<file path="src/rtl/fp_mult_pkg.sv">
// Shared types and helpers for the FP multiplier issue stage.
// Operand classification feeds the mantissa multiplier control.
package fp_mult_pkg;

  localparam int ITER_DEF = 24;
  localparam int EXP_W = 8;
  localparam int MANT_W = 23;
  localparam logic [EXP_W-1:0] EXP_ALL_ONES = 8'hFF;

  typedef enum logic [1:0] {
    IDLE,
    LOAD,
    RUN,
    DONE
  } state_e;

  typedef struct packed {
    logic           bypass;
    logic           sign;
    logic [EXP_W:0] exp_sum;
  } fp_attr_t;

  // -0 counts as zero since bit 31 is ignored
  function automatic fp_attr_t fp_attr(
    input logic [31:0] a,
    input logic [31:0] b
  );
    logic za;
    logic zb;
    logic [EXP_W-1:0] ea;
    logic [EXP_W-1:0] eb;
    fp_attr_t r;
    za = (a[30:0] == 31'd0);
    zb = (b[30:0] == 31'd0);
    ea = a[MANT_W+EXP_W-1:MANT_W];
    eb = b[MANT_W+EXP_W-1:MANT_W];
    r.bypass = za | zb | (ea == EXP_ALL_ONES)
             | (eb == EXP_ALL_ONES);
    r.sign = !(za | zb) & (a[31] ^ b[31]);
    r.exp_sum = (za | zb) ? '0
              : {1'b0, ea} + {1'b0, eb};
    return r;
  endfunction

endpackage

</file>
<file path="src/rtl/fp_mult_issue_fifo.sv">
// Two-entry operand pair buffer ({a, b} packed as 64 bits).
// Pointer based; head is always visible on dout.
module operand_fifo2 (
  input  logic        clk,
  input  logic        rst,
  input  logic        push,
  input  logic        pop,
  input  logic [63:0] din,
  output logic [63:0] dout,
  output logic [1:0]  count,
  output logic        full,
  output logic        empty
);

  logic [63:0] mem [2];
  logic        wr_ptr;
  logic        rd_ptr;
  logic        do_push;
  logic        do_pop;

  assign full    = (count == 2'd2);
  assign empty   = (count == 2'd0);
  assign do_push = push && !full;
  assign do_pop  = pop && !empty;
  assign dout    = mem[rd_ptr];

  always_ff @(posedge clk) begin
    if (do_push) mem[wr_ptr] <= din;
  end

  always_ff @(posedge clk) begin
    if (rst) begin
      wr_ptr <= 1'b0;
      rd_ptr <= 1'b0;
      count  <= 2'd0;
    end else begin
      if (do_push) wr_ptr <= ~wr_ptr;
      if (do_pop)  rd_ptr <= ~rd_ptr;
      count <= count + {1'b0, do_push}
                     - {1'b0, do_pop};
    end
  end

endmodule

</file>
<file path="src/rtl/fp_mult_issue.sv">
// Issue stage for the Booth mantissa multiplier: buffers operand
// pairs, classifies them, and sequences LOAD/RUN/DONE.
module fp_mult_issue
  import fp_mult_pkg::*;
#(
  parameter int ITER  = ITER_DEF,
  parameter int DEPTH = 2
) (
  input  logic        clk,
  input  logic        reset,
  input  logic        in_valid,
  output logic        in_ready,
  input  logic [31:0] in_a,
  input  logic [31:0] in_b,
  output logic [31:0] op_a,
  output logic [31:0] op_b,
  output logic        mult_load,
  output logic        sign,
  output logic [8:0]  exp_sum,
  output logic        bypass,
  output logic        busy,
  output logic        done
);

  localparam int CW = $clog2(ITER + 1);

  state_e      state;
  logic [CW-1:0] cnt;
  logic [1:0]  count;
  logic        full;
  logic        empty;
  logic [63:0] head;
  logic        push;
  logic        pop;
  fp_attr_t    attr;

  assign in_ready = !reset && !full
                 && (count < 2'(DEPTH));
  assign push = in_valid && in_ready;
  assign pop  = !reset && !empty
             && (state == IDLE || state == DONE);
  assign attr = fp_attr(head[63:32], head[31:0]);

  assign mult_load = reset || (state == LOAD);
  assign busy      = !reset && (state != IDLE);
  assign done      = !reset && (state == DONE);

  operand_fifo2 u_fifo (
    .clk   (clk),
    .rst   (reset),
    .push  (push),
    .pop   (pop),
    .din   ({in_a, in_b}),
    .dout  (head),
    .count (count),
    .full  (full),
    .empty (empty)
  );

  always_ff @(posedge clk) begin
    if (reset) begin
      state   <= IDLE;
      cnt     <= '0;
      op_a    <= '0;
      op_b    <= '0;
      sign    <= 1'b0;
      exp_sum <= '0;
      bypass  <= 1'b0;
    end else begin
      case (state)
        IDLE, DONE: begin
          if (pop) begin
            state   <= LOAD;
            op_a    <= head[63:32];
            op_b    <= head[31:0];
            sign    <= attr.sign;
            exp_sum <= attr.exp_sum;
            bypass  <= attr.bypass;
          end else begin
            state <= IDLE;
          end
        end
        LOAD: begin
          cnt   <= '0;
          state <= bypass ? DONE : RUN;
        end
        RUN: begin
          if (cnt == CW'(ITER - 1)) state <= DONE;
          else cnt <= cnt + 1'b1;
        end
        default: state <= IDLE;
      endcase
    end
  end

endmodule
</file>
<file path="config.mk">
export PLATFORM = sky130hd
export DESIGN_NAME = fp_mult_issue
export DESIGN_NICKNAME = d
export VERILOG_FILES = /design/src/rtl/fp_mult_pkg.sv /design/src/rtl/fp_mult_issue_fifo.sv /design/src/rtl/fp_mult_issue.sv
export SDC_FILE = /design/constraint.sdc
export NUM_CORES = 1
export LEC_CHECK = 0
export BUFFER_PORTS_ARGS = -buffer_cell sky130_fd_sc_hd__buf_2
export CORE_MARGIN = 2
export CORE_UTILIZATION = 50
export CTS_BUF_LIST = sky130_fd_sc_hd__clkbuf_4 sky130_fd_sc_hd__clkbuf_8
export DETAILED_ROUTE_END_ITERATION = 12
export PLACE_DENSITY_LB_ADDON = 0.08
export SLEW_MARGIN = 20
export SYNTH_ARGS = -nofsm -noshare
export SYNTH_HDL_FRONTEND = slang
export SYNTH_SLANG_ARGS = --single-unit
</file>
<file path="constraint.sdc">
create_clock -name clk -period 8.62 [get_ports clk]
set_input_delay 1.293 -clock clk [delete_from_list [all_inputs] [get_ports clk]]
set_output_delay 1.293 -clock clk [all_outputs]
set_load 0.02 [all_outputs]
</file>
-- After elaboration in Yosys (flattened, before gate mapping)
Memories as Yosys holds them, arrays and structs flattened. A register that Yosys moved wholly into a read port is not among the register bits.
Index checks and enable logic that the tools add are counted.
- bits in registers: 86
- bits of input ports: 67
- output and inout port bits: 79
- word-level logic and storage cells: 67
- memories: 1
- bits in writable memories: 128
- $add $sub $neg: 4
- bitwise gates (word level): 7
- order comparisons: 1
- equal/unequal tests: 9
- reduce and logical (&&, ||, !) cells: 24
- mux-type cells: 11
- memory list (memory ; words ; bits a word ; read ports ; clocked after Yosys merged registers in ; write ports ; RTL line ; text):
    u_fifo.mem ; 2 ; 64 ; 1 ; 1 ; 1 ; fp_mult_issue_fifo.sv:15 ; logic [63:0] mem [2];
- operators by type and width (kind ; number):
    zero test 31 bit ; 2
    equality test 8 bit, second input constant ; 2
    case mux 5 bit (2 select lines) ; 1
    adder 8 x 8 -> 9 bit ; 1
    logical AND 1 bit ; 9
    2-to-1 mux 9 bit ; 1
    equality test 2 bit, second input constant ; 3
    2-to-1 mux 1 bit ; 6
    case mux 2 bit (3 select lines) ; 1
    adder 5 x 1 -> 5 bit, second input constant ; 1
    equality test 5 bit, second input constant ; 1
    2-to-1 mux 5 bit ; 1
    zero test 1 bit ; 4
    zero test 2 bit ; 2
    != test 2 bit, second input constant ; 2
    AND reduction 2 bit ; 2
    nonzero test 2 bit ; 2
    bitwise OR 1 bit ; 3
    adder 2 x 1 -> 2 bit ; 1
    equality test 2 x 1 -> 1 bit, second input constant ; 1
    logical OR 1 bit ; 2
    less-than comparator 2 bit, second input constant ; 1
    2-to-1 mux 2 bit ; 1
    NOT 1 bit ; 2
    4 further kinds ; 4

-- Depth between registers and ports, before layout
- depth after elaboration: 8
- gate-level depth with buffers: 12

-- Hierarchy
Synthesis repeated with hierarchy kept, for this count alone.
- cells, all modules: 652
- area total of the unflattened synthesis: 8294.2 µm²
- modules (own cells, without submodules) (module ; sequential area each (µm²) ; cells an instance ; area each (µm²) ; instances):
    operand_fifo2 ; 3943.8 ; 226 ; 4848.4 ; 1
    fp_mult_issue ; 1641.6 ; 426 ; 3445.8 ; 1

-- Worst setup path after synthesis
Ideal clock, no wire load.
- path type: input -> register
- from: input port reset
- to: memory u_fifo.mem[0][0] (enable)
- path buffers: 1
- stages on the path: 4
- data arrival time: 4.641 ns
- slack: 3.492 ns
- data required time: 8.133 ns
- setup time: 0.487 ns
- cells stage by stage: clkbuf_1 -> nor2_1 -> nand2_1 -> nor2_1
- longest elaborated chain between the ends: 7
- RTL lines (what ; RTL line ; text):
    start, declared ; fp_mult_issue.sv:10 ; input logic reset,
    zero test 1 bit ; fp_mult_issue.sv:37 ; assign in_ready = !reset && !full
    logical AND 1 bit ; fp_mult_issue.sv:37 ;
    logical AND 1 bit ; fp_mult_issue.sv:38 ; && (count < 2'(DEPTH));
    via in_ready ; fp_mult_issue.sv:12 ; output logic in_ready,
    logical AND 1 bit ; fp_mult_issue.sv:39 ; assign push = in_valid && in_ready;
    logical AND 1 bit ; fp_mult_issue_fifo.sv:23 ; assign do_push = push && !full;
    2-to-1 mux 1 bit ; fp_mult_issue_fifo.sv:28 ; if (do_push) mem[wr_ptr] <= din;
    2-to-1 mux 1 bit (implied by the code) ; fp_mult_issue_fifo.sv:28 ;
    end, declared ; fp_mult_issue_fifo.sv:15 ;
The timed path passes the listed nets, and every way through them passes these cells.

-- Final worst setup path
- from: input port reset
- to: output port mult_load
- longest elaborated chain between the ends: 1
- RTL lines (what ; RTL line ; text):
    logical OR 1 bit ; fp_mult_issue.sv:44 ; assign mult_load = reset || (state == LOAD);
    end, declared ; fp_mult_issue.sv:17 ; output logic mult_load,
Every way passes these cells.

==> impl_metrics.py <==
metrics = {
    "synth": {
        "syn-num-nets": 731,
        "ys.flop_type": "edfxtp_1",
        "synth.avg_cell_area_um2": 13.1,
        "synth_cell_types": 56,
        "synth_common_cells": "edfxtp_1 (128), nor2_1 (91), dfxtp_1 (87), a211oi_1 (60), mux2i_1 (56)",
        "seq_area_frac_synth_pct": 66.0,
        "yosysMostFrequentCell": "edfxtp_1",
        "synth_seq_cells": 215,
        "yosysWarnings": 0,
        "synth_area_um2": 8460,
        "yosys.area.top_type_share_pct": 45.5,
        "syn_inst": 648,
        "async_flop_share_pct": 0,
        "synthTopCellsByArea": "edfxtp_1 (45%), dfxtp_1 (21%), mux2i_1 (6.6%), a211oi_1 (5.3%), nor2_1 (4.0%)",
        "synth_top_area_cell": "edfxtp_1",
        "synth_edf_count": 128,
    },
    "clock_tree": {
        "cts_made_buffers": 36,
        "h-tree-depth": 2,
        "cts_buffer_depth": 3,
        "path_clk_slew_ns": 0.05,
        "cts_tree": "yes",
        "cts_resized": 0,
        "insertion_delay_ns": 0.52,
        "hold_buffers": 0,
        "cts_setup_buffers": 0,
        "clock-root-buffer": "clkbuf_8",
        "cts.sinks": 215,
    },
    "worst_setup_path": {
        "endpoint": "mult_load",
        "startpoint": "reset",
        "cp-end-kind": "output pin",
        "crit_arrival_ns": 2.49,
        "r2r_end": "exp_sum[6]",
        "cp_slowest_cell": "buf_4",
        "critPathRequiredTime_ns": 7.33,
        "ff2ff_path_depth": 9,
        "max_stage_delay_ns": 0.75,
        "reg2reg_slack_ns": 5.02,
        "worstPathCellList": "buf_4 > or2_2 > buf_2",
        "crit_path_start_kind": "input pin",
        "crit_type": "input pin to output pin",
        "crit_fanout": 96,
    },
    "global_routing": {
        "grt_max_degree": 97,
        "antenna_found_initial": 2,
        "met2_usage_pct": 33.8,
        "overflow": 0,
        "grt_pass1_wl_um": 29000,
        "use_met3_pct": 4.88,
        "grt.busiest_layer": "met2",
        "track_usage_pct": 20.6,
        "grt_pass1_vias": 5719,
        "use_met1_pct": 26.6,
    },
    "drt": {
        "drt_pre_antenna_iters": 4,
        "via_per_inst": 5.39,
        "drt_wl_total_um": 18300,
        "drc": 0,
        "vias": 5648,
        "avgRoutedWirePerCell_um": 17.5,
        "drt_iter0_drc": 374,
        "ant_nets": 0,
    },
    "timing": {
        "drv_slew": 0,
        "hold_viol": 0,
        "worst_pin_slew_ns": 1.04,
        "timing.fmax_ghz": 0.264,
        "min_period_over_period_pct": 43.9,
        "setup-tns-final_ns": 0,
        "setup_viol": 0,
        "fin_hold_ws_ns": 0.465,
        "fin_skew_ns": 0.0223,
        "slew-limit-headroom_pct": 30.6,
        "rsz0062_at_grt": "no",
        "min_period_ns": 3.78,
    },
    "die": {
        "die_h_um": 134,
        "pin_count": 146,
        "initial_core_util_pct": 51.0,
        "core_area_um2": 16600,
        "dieArea_um2": 18000,
        "die_w_um": 134,
        "placementRows": 47,
    },
    "cells_and_area": {
        "fillers": 1347,
        "seqCellArea_um2": 5590,
        "final_nets": 882,
        "multi_input_area_um2": 2650,
        "area_growth_pct": 20.0,
        "drive_gt1_share_pct": 28.1,
    },
    "placed_design": {
        "routabilityCongestion": 0.855,
        "portBuffers": 145,
        "dpl.hpwl_um": 12300,
    },
    "worst_hold_path": {
        "hold_start": "op_b[24]",
        "holdCritPathClass": "flip-flop to flip-flop",
    },
    "outcome": {
        "status": "finished clean",
    },
    "power_and_ir_drop": {
        "ir_drop_mv": 0.276,
        "p_total_uw": 3670,
        "p_leak_uw": 0.00383,
        "power_density_nw_per_um2": 362,
    },
    "run": {
        "max_cap_viol_count": 0,
    },
}
==> layout make-up <==
class / count / area share (%)
tap: 220 / 2.71
antenna: 2 / 0.0493
multi-input combinational: 380 / 26.2
clock inverter: 12 / 1.36
inverter: 16 / 0.592
timing repair buffer: 150 / 7.55
sequential: 215 / 55.1
clock buffer: 53 / 6.51
==> per-layer routing <==
metal | vias to the layer above | wire (µm)
met5 | - | 0
li1 | 2756 | -
met4 | 0 | 402
met3 | 32 | 1230
met2 | 165 | 8910
met1 | 2695 | 7790
==> worst min path at each step <==
stage                           to  cells past startpoint
final                     op_b[24]                      2
after global routing      op_b[24]                      2
after CTS                 op_b[24]                      2
after detailed placement  op_b[24]                      2
after global placement    op_b[24]                      2
after floorplan             cnt[4]                      2
==> power by group <==
group          internal (µW)  switching, µW  leakage, µW
registers               1330            135      0.00189
logic                    435            794      0.00153
clock network            583            390     0.000418
total                   2350           1320      0.00383
==> critical path: cells and delay by family <==
kind          cells  cell delay (ns)
buf+inv           2             0.91
simple gates      1             0.24
==> cell families (layout without fill, tap and decap cells) <==
logic type / count (synthesis) / after routing / synth area share (%)
other cells: 0 / 2 / 0
mux: 63 / 63 / 7.59
simple gates: 187 / 187 / 11.0
buf+inv: 53 / 231 / 2.77
xor+xnor: 10 / 10 / 1.04
fa+ha+maj: 16 / 16 / 2.46
flops: 215 / 215 / 66.0
compound gates: 104 / 104 / 9.13
==> stage by stage <==
| stage | std cells | util (%) | area, µm² | worst slack, ns |
|---|---|---|---|---|
| 3_5_place_dp | 981 | 56.3 | 9340 | 4.85 |
| 2_1_floorplan | 648 | - | 8460 | 3.49 |
| 5_1_grt | 1046 | 61.2 | 10100 | 4.73 |
| 4_1_cts | 1046 | 61.2 | 10100 | 4.85 |
| 3_3_place_gp | 981 | 56.3 | 9340 | 4.86 |
| 6_report | 1048 | 61.2 | 10100 | 4.84 |
==> registers in the layout (all words and copies together), names as in the netlist, named ones only <==
signal	cells
cnt	5
op_a	32
exp_sum	9
op_b	32
state	2
u_fifo.mem	128
u_fifo.rd_ptr	1
bypass	1
u_fifo.count	2
sign	1
u_fifo.wr_ptr	1
==> cell usage in the layout, fill, tap and decap left out, types with 9 or more instances in the layout <==
cell type,n
nand2_1,14
dfxtp_1,86
nor3_1,11
edfxtp_1,128
buf_2,144
inv_1,16
nand4_1,12
ha_1,15
mux2i_1,56
clkbuf_4,11
a211oi_1,60
nand3b_1,9
nor2_1,89
nor4_1,24
clkbuf_8,42
a21oi_1,10
Power figures use the tool's default switching activity.
